--- src/rtl/bmc_pkg.sv ---
// bmc_pkg: shared state encoding and frame constants for the BMC encoder and decoder
package bmc_pkg;
   typedef enum logic [1:0] {IDLE, LEAD, DATA, TAIL} bmc_state_t;
   localparam int BMC_BIT_COUNT = 17;
   localparam int TS_WIDTH = 24;
endpackage

--- src/rtl/bmc_half_bit_timer.sv ---
// bmc_half_bit_timer: half-bit pacing with a first/second-half phase flag
module bmc_half_bit_timer #(
   parameter int CLKS_PER_HALF_BIT = 8
) (
   input  logic clk_96MHz,
   input  logic reset,
   input  logic en,
   output logic half_tick,
   output logic phase
);
   localparam int W = CLKS_PER_HALF_BIT > 1 ? $clog2(CLKS_PER_HALF_BIT) : 1;
   logic [W-1:0] cnt;
   assign half_tick = en && cnt == W'(CLKS_PER_HALF_BIT - 1);
   // count half-bit cycles while enabled; phase flips at every half-bit end, both clear when idle
   always_ff @(posedge clk_96MHz or posedge reset)
      if (reset) begin
         cnt <= '0;
         phase <= 1'b0;
      end else if (!en) begin
         cnt <= '0;
         phase <= 1'b0;
      end else begin
         cnt <= half_tick ? '0 : cnt + 1'b1;
         phase <= phase ^ half_tick;
      end
endmodule

--- src/rtl/bmc_encoder.sv ---
// bmc_encoder: sends a handshaked word as an envelope-framed biphase-mark stream
module bmc_encoder
   import bmc_pkg::*;
#(
   parameter int BIT_COUNT = BMC_BIT_COUNT,
   parameter int CLKS_PER_HALF_BIT = 8,
   parameter int LEAD_CYCLES = 48,
   parameter int TAIL_CYCLES = 16
) (
   input  logic                 clk_96MHz,
   input  logic                 reset,
   input  logic                 enabled,
   input  logic [BIT_COUNT-1:0] tx_data,
   input  logic                 tx_valid,
   output logic                 tx_ready,
   input  logic [TS_WIDTH-1:0]  sys_ts,
   output logic                 e_out,
   output logic                 d_out,
   output logic                 d_out_n,
   output logic                 busy,
   output logic                 done,
   output logic [TS_WIDTH-1:0]  ts_sent
);
   localparam int LT_MAX = LEAD_CYCLES > TAIL_CYCLES ? LEAD_CYCLES : TAIL_CYCLES;
   localparam int LTW = LT_MAX > 1 ? $clog2(LT_MAX) : 1;
   localparam int BW = $clog2(BIT_COUNT + 1);
   bmc_state_t state, state_nx;
   logic [BIT_COUNT-1:0] sr;
   logic [BW-1:0] bit_cnt;
   logic [LTW-1:0] lt_cnt;
   logic half_tick, phase;
   logic accept, lead_end, tail_end, mid, bound, last_bit;
   logic ready_nx, e_nx, d_nx, dn_nx, busy_nx, done_nx;
   assign accept = state == IDLE && tx_valid && tx_ready;
   assign lead_end = state == LEAD && lt_cnt == LTW'(LEAD_CYCLES - 1);
   assign tail_end = state == TAIL && lt_cnt == LTW'(TAIL_CYCLES - 1);
   assign mid = state == DATA && half_tick && !phase;
   assign bound = state == DATA && half_tick && phase;
   assign last_bit = bit_cnt == BW'(BIT_COUNT - 1);
   bmc_half_bit_timer #(.CLKS_PER_HALF_BIT(CLKS_PER_HALF_BIT)) u_timer (
      .clk_96MHz(clk_96MHz),
      .reset(reset),
      .en(state == DATA),
      .half_tick(half_tick),
      .phase(phase)
   );
   // state register
   always_ff @(posedge clk_96MHz or posedge reset)
      if (reset) state <= IDLE;
      else state <= state_nx;
   // frame sequencing: accept, lead-in, data bits, tail
   always_comb begin
      state_nx = state;
      case (state)
         IDLE: if (accept) state_nx = LEAD;
         LEAD: if (lead_end) state_nx = DATA;
         DATA: if (bound && last_bit) state_nx = TAIL;
         TAIL: if (tail_end) state_nx = IDLE;
         default: state_nx = IDLE;
      endcase
   end
   // next output values: line toggles at every boundary after the lead and mid-bit for a '1'
   always_comb begin
      e_nx = state_nx != IDLE;
      busy_nx = state_nx != IDLE;
      ready_nx = state_nx == IDLE && enabled;
      done_nx = tail_end;
      d_nx = !e_nx ? 1'b0 : (lead_end || (bound && !last_bit) || (mid && sr[BIT_COUNT-1])) ? ~d_out : d_out;
      dn_nx = e_nx && !d_nx;
   end
   // registered outputs
   always_ff @(posedge clk_96MHz or posedge reset)
      if (reset) begin
         tx_ready <= 1'b0;
         e_out <= 1'b0;
         d_out <= 1'b0;
         d_out_n <= 1'b0;
         busy <= 1'b0;
         done <= 1'b0;
      end else begin
         tx_ready <= ready_nx;
         e_out <= e_nx;
         d_out <= d_nx;
         d_out_n <= dn_nx;
         busy <= busy_nx;
         done <= done_nx;
      end
   // shift register, bit and lead/tail counters, first-boundary timestamp
   always_ff @(posedge clk_96MHz or posedge reset)
      if (reset) begin
         sr <= '0;
         bit_cnt <= '0;
         lt_cnt <= '0;
         ts_sent <= '0;
      end else begin
         if (accept) sr <= tx_data;
         else if (bound) sr <= sr << 1;
         bit_cnt <= state != DATA ? '0 : bound ? bit_cnt + 1'b1 : bit_cnt;
         lt_cnt <= (state_nx == state && (state == LEAD || state == TAIL)) ? lt_cnt + 1'b1 : '0;
         if (lead_end) ts_sent <= sys_ts;
      end
endmodule

--- config.mk ---
export PLATFORM = sky130hd
export DESIGN_NAME = bmc_encoder
export DESIGN_NICKNAME = d
export VERILOG_FILES = /design/src/rtl/bmc_pkg.sv /design/src/rtl/bmc_half_bit_timer.sv /design/src/rtl/bmc_encoder.sv
export SDC_FILE = /design/constraint.sdc
export NUM_CORES = 1
export LEC_CHECK = 0
export BUFFER_PORTS_ARGS = -buffer_cell sky130_fd_sc_hd__buf_2
export CAP_MARGIN = 20
export CORE_MARGIN = 10
export CORE_UTILIZATION = 45
export DETAILED_ROUTE_END_ITERATION = 10
export PLACE_DENSITY_LB_ADDON = 0.08
export SYNTH_ARGS = -nofsm -noshare
export SYNTH_HDL_FRONTEND = slang
export SYNTH_SLANG_ARGS = --single-unit
--- constraint.sdc ---
create_clock -name clk_96MHz -period 6.6 [get_ports clk_96MHz]
set_clock_uncertainty 0.2 [all_clocks]
set_input_delay 1.65 -clock clk_96MHz [delete_from_list [all_inputs] [get_ports clk_96MHz]]
set_output_delay 1.65 -clock clk_96MHz [all_outputs]
set_load 0.05 [all_outputs]
* Yosys cells after proc, flatten, opt, wreduce, memory -nomap -nowiden *
Cells that the tools add are included.

storage, ports and cells
  register bits = 63
  input port bits = 45
  output and inout port bits = 30
  logic and storage cells = 66

operators by class
  $add $sub $neg = 3
  eq/ne operators = 9
  mux-type cells = 15
  bitwise operators = 2
  reduce and logical (&&, ||, !) cells = 25

operators with widths
  operator               count
  $mux W17               2
  $logic_and A1 B1 Y1    14
  $mux W5                2
  $mux W2                4
  $pmux W2 S4            1
  $add A6 B1 Y6 const B  1
  $eq A6 B4 Y1 const B   1
  $eq A6 B6 Y1 const B   1
  $mux W3                2
  $mux W6                1
  $reduce_bool A2 Y1     3
  $add A5 B1 Y5 const B  1
  $eq A5 B5 Y1 const B   1
  $eq A2 B2 Y1 const B   2
  $logic_not A2 Y1       2
  $add A3 B1 Y3 const B  1
  $eq A3 B3 Y1 const B   1
  $logic_not A1 Y1       3
  $logic_or A1 B1 Y1     3
  $mux W1                3
  $eq A2 B1 Y1 const B   1
  $eq A2 B2 Y1           1
  $ne A2 B2 Y1 const B   1
  $not A1 Y1             1
  $xor A1 B1 Y1          1

* Logic depth before layout (Yosys ltp) *
  depth in word-level cells = 11
  gate-level depth with buffers = 7
  mapped depth without buffers = 6

* Modules after synthesis *
From an unflattened synthesis, not the netlist that was laid out.

second synthesis, totals
  cells, all modules = 219
  area total of the unflattened synthesis = 2628.8 um^2

modules (own cells, without submodules)
  module              instances  cells each  area an instance (um^2)  seq. area each (um^2)
  bmc_encoder         1          206         2453.6                   1476.4
  bmc_half_bit_timer  1          13          175.2                    100.1

* Worst setup path after synthesis *
No wires, ideal clock.

  path kind = input to register
  start = input tx_valid
  end = register d_out
  library setup time = 120 ps
  arrival = 2480 ps
  required time = 6280 ps
  setup slack = 3801 ps
  cell stages on the path = 5
  path buffers = 1
  path through = and4bb_2 > buf_2 > a21oi_1 > nand4_1 > and3_1

between the ends
  word-level cells in the longest chain between the ends = 6

ends and longest elaborated chain
  item                              line               text
  start, declared                   bmc_encoder.sv:14  input logic tx_valid,
  $logic_and A1 B1 Y1 (2 in a row)  bmc_encoder.sv:34  assign accept = state == IDLE && tx_valid && tx_ready;
  $mux W2                           bmc_encoder.sv:55  IDLE: if (accept) state_nx = LEAD;
  $pmux W2 S4                       bmc_encoder.sv:54  case (state)
  $reduce_bool A2 Y1                -
  via busy_nx                       bmc_encoder.sv:33  logic ready_nx, e_nx, d_nx, dn_nx, busy_nx, done_nx;
  $mux W1                           bmc_encoder.sv:68  d_nx = !e_nx ? 1'b0 : (lead_end || (bound && !last_bit) || (mid && sr[BIT_COUNT-1])) ? ~d_out : d_out;
  via d_nx                          bmc_encoder.sv:33
  end signal, assigned              bmc_encoder.sv:83  d_out <= d_nx;
  end, declared                     bmc_encoder.sv:18  output logic d_out,

The timed path passes the listed nets, and every way through them passes these cells.
A chain may end at the register's enable or synchronous reset.

* Worst setup path in the final report *
  start = input tx_valid
  end = register sr[16]

between the ends
  word-level cells in the longest chain between the ends = 3
  elaborated cells between the ends (all ways) = 4
  classes of those cells = mux (1); reduce/logical (3)

ends and longest elaborated chain
  item                                                   line               text
  $logic_and A1 B1 Y1 * (2 in a row)                     bmc_encoder.sv:34
  $mux W17 / $reduce_bool A2 Y1 (equally long branches)  -
  end signal, assigned                                   bmc_encoder.sv:96  if (accept) sr <= tx_data;
  end signal, assigned                                   bmc_encoder.sv:97  else if (bound) sr <= sr << 1;
  end, declared                                          bmc_encoder.sv:28  logic [BIT_COUNT-1:0] sr;

Mark *: on every way between the ends. The rest lies on a longest branch, timed or not.

==> impl_metrics.yaml <==
synth:
  syn_inst: 219
  synth.area.top_cells: "dfrtp_1 (59%), mux2_2 (10%), mux2i_1 (4.2%)"
  ys.flop_type: "dfrtp_1"
  synth_warnings: 0
  synth_edf_count: 0
  synthDistinctLibCells: 36
  syn_area_per_cell_sq_um: 12.1
  syn_area_sq_mm: 0.00265
  synth_top_area_cell: "dfrtp_1"
  async_reset_ff_frac: 1.00
  synth.net_count: 269
  synth-seq-cells: 63
  synth-seq-area-share: 0.595
  synth_top_area_share: 0.595
route:
  wirelength_um: 5400
  viasPerCell: 4.91
  drc: 0
  vias: 1820
  wl_per_cell_um: 14.6
  dr.pass1.iters: 4
  drtIter0Drc: 31
  ant_nets: 0
cts:
  htreeDepth: 3
  clk_pin_slew_ns: 0.06
  cts_resized: 0
  cts_buffer_depth: 2
  numCtsBuffers: 9
  cts-root-buf: "clkbuf_8"
  holdBufCountCts: 0
  clk_latency_ns: 0.32
  post_cts_buffers: 0
  cts_tree: "yes"
  clock_sinks: 63
setup_path:
  r2r_setup_slack_ns: 3.99
  cp-start-kind: "input pin"
  worstPathMaxFanout: 29
  timing.rr.start: "u_timer.cnt[0]"
  reg2reg_depth: 5
  end_kind: "register"
  crit_arrival_ns: 2.86
  cp-startpoint: "tx_valid"
  worst_r2r_endpoint: "sr[16]"
  crit_path_end: "sr[16]"
  criticalPathCategory: "input pin to register"
  cp.required_ns: 6.61
sta:
  fmax_ghz: 0.351
  hold_viol: 0
  worst_slew_pin_slew_ns: 0.963
  setup_violations: 0
  fin_crit_ns: 2.85
  setup_tns_ns: 0
  period_share: 0.432
  maxSlewHeadroom: 0.358
  grt_setup_unrepaired: "no"
  drv_slew: 0
grt:
  antenna_found_initial: 0
  grt.busiest_layer: "met2"
  grt-ovfl-total: 0
  first_global_vias: 1788
  globalRouteMet3Util: 0.0412
  track_usage: 0.118
  use_met2: 0.167
  grt_pass1_wl_um: 9110
  grt_max_degree: 64
  use_met1: 0.155
cells_and_area:
  n_fill_cell: 509
  utilization: 0.577
  area_growth_pct: 22.1
  diodes: 0
  nets: 345
  final-instance-count-excl-fill: 371
  drive_above_1_share: 0.388
status:
  outcome: "complete, no violations"
placed_design:
  place_inst: 356
  dp_hpwl_um: 4010
  gp_congestion: 0.758
  io_buffers: 74
flow_run:
  max_cap_viol_count: 0
die:
  die_w_um: 96.7
  dieArea_sq_mm: 0.00936
  rows: 27
  die_h_um: 96.7
  io_pins: 75
  initial_core_util: 0.473
  core_sq_mm: 0.00561
power:
  irDropWorstVdd_mv: 0.152
  p_leak_nw: 1.49
  power.density_mw_per_mm2: 236
  p_total_uw: 763
min_path:
  hold_class: "register to register"
==> per-stage QoR <==
step / cell area [sq um] / worst slack [ns] / hold slack [ns]
final: 3240 / 3.75 / 0.252
after detailed placement: 3060 / 3.39 / 0.244
after global routing: 3240 / 3.64 / 0.270
after global placement: 3060 / 3.41 / 0.231
after floorplan: 2650 / 3.18 / 0.215
after CTS: 3240 / 3.74 / 0.253
==> critical path, cell delays in order <==
cell and delay (ns):
buf_2 0.07, and4bb_2 0.56, nor2_1 0.22, a221o_1 0.35
==> synthesized netlist by cell type (2+ instances only) <==
master and number:
dfrtp_1 63, nand2_1 25, mux2_2 24, nor2_1 16, o21ai_0 12, mux2i_1 11
inv_1 10, ha_1 5, xnor2_1 5, a22oi_1 4, nand3_1 4, xor2_1 4
a21oi_1 3, and3_1 3, buf_2 3, buf_4 3, nand4_1 3, and4b_1 2
clkbuf_1 2
==> final cells by class <==
cell class	instances	area, sq um	share of cell area
clock inverter	5	50.0	0.0155
inverter	10	37.5	0.0116
multi-input combinational	136	976	0.302
timing repair buffer	75	378	0.117
clock buffer	10	128	0.0394
sequential	63	1580	0.487
tap	72	90.1	0.0278
==> how the worst min path moves through the flow <==
stage / slack [ns] / startpoint / endpoint / cells after the start
2_1_floorplan: 0.21 / u_timer.cnt[0] / u_timer.cnt[0] / 1
3_3_place_gp: 0.23 / u_timer.cnt[0] / u_timer.cnt[0] / 1
3_5_place_dp: 0.24 / u_timer.cnt[0] / u_timer.cnt[0] / 1
4_1_cts: 0.25 / u_timer.cnt[0] / u_timer.cnt[0] / 1
5_1_grt: 0.27 / u_timer.cnt[0] / u_timer.cnt[0] / 1
6_report: 0.25 / u_timer.cnt[0] / u_timer.cnt[0] / 1
==> routing by layer <==
| layer | vias up | wire length [um] |
|---|---|---|
| met5 | - | 0 |
| met4 | 0 | 95 |
| met3 | 10 | 341 |
| met2 | 58 | 2400 |
| met1 | 849 | 2570 |
| li1 | 903 | - |
==> flip-flops by register name, indices dropped and copies added, names as in the netlist <==
name           count
bit_cnt            5
busy               1
d_out              1
d_out_n            1
done               1
lt_cnt             6
sr                17
state              2
ts_sent           24
tx_ready           1
u_timer.cnt        3
u_timer.phase      1
==> layout by cell type (no fill, tap or decap), types with 2 or more instances in the layout <==
master	count
a22oi_1	4
xor2_1	4
clkbuf_8	9
and3_1	3
nand2_1	25
nor2_1	16
buf_2	74
a21oi_1	3
and4b_1	2
mux2_2	24
clkinv_2	4
ha_1	5
nand3_1	4
inv_1	9
mux2i_1	11
nand4_1	3
xnor2_1	5
dfrtp_1	63
o21ai_0	12
==> kinds of logic (layout without fill, tap and decap cells) <==
logic type      Yosys count  count (layout)  share of synthesized area
simple gates             62              62                      0.115
xor+xnor                  9               9                     0.0297
buf+inv                  20             100                     0.0368
flops                    63              63                      0.595
mux                      35              35                      0.144
compound gates           25              25                     0.0567
fa+ha+maj                 5               5                     0.0236
==> where the power goes <==
group / internal (mW) / total [mW] / switching [mW]
Clock: 0.170 / 0.303 / 0.133
Combinational: 0.0200 / 0.0631 / 0.0432
Sequential: 0.394 / 0.397 / 0.00318
Total: 0.583 / 0.763 / 0.180
Note: power is estimated with default switching activity, not from simulation.
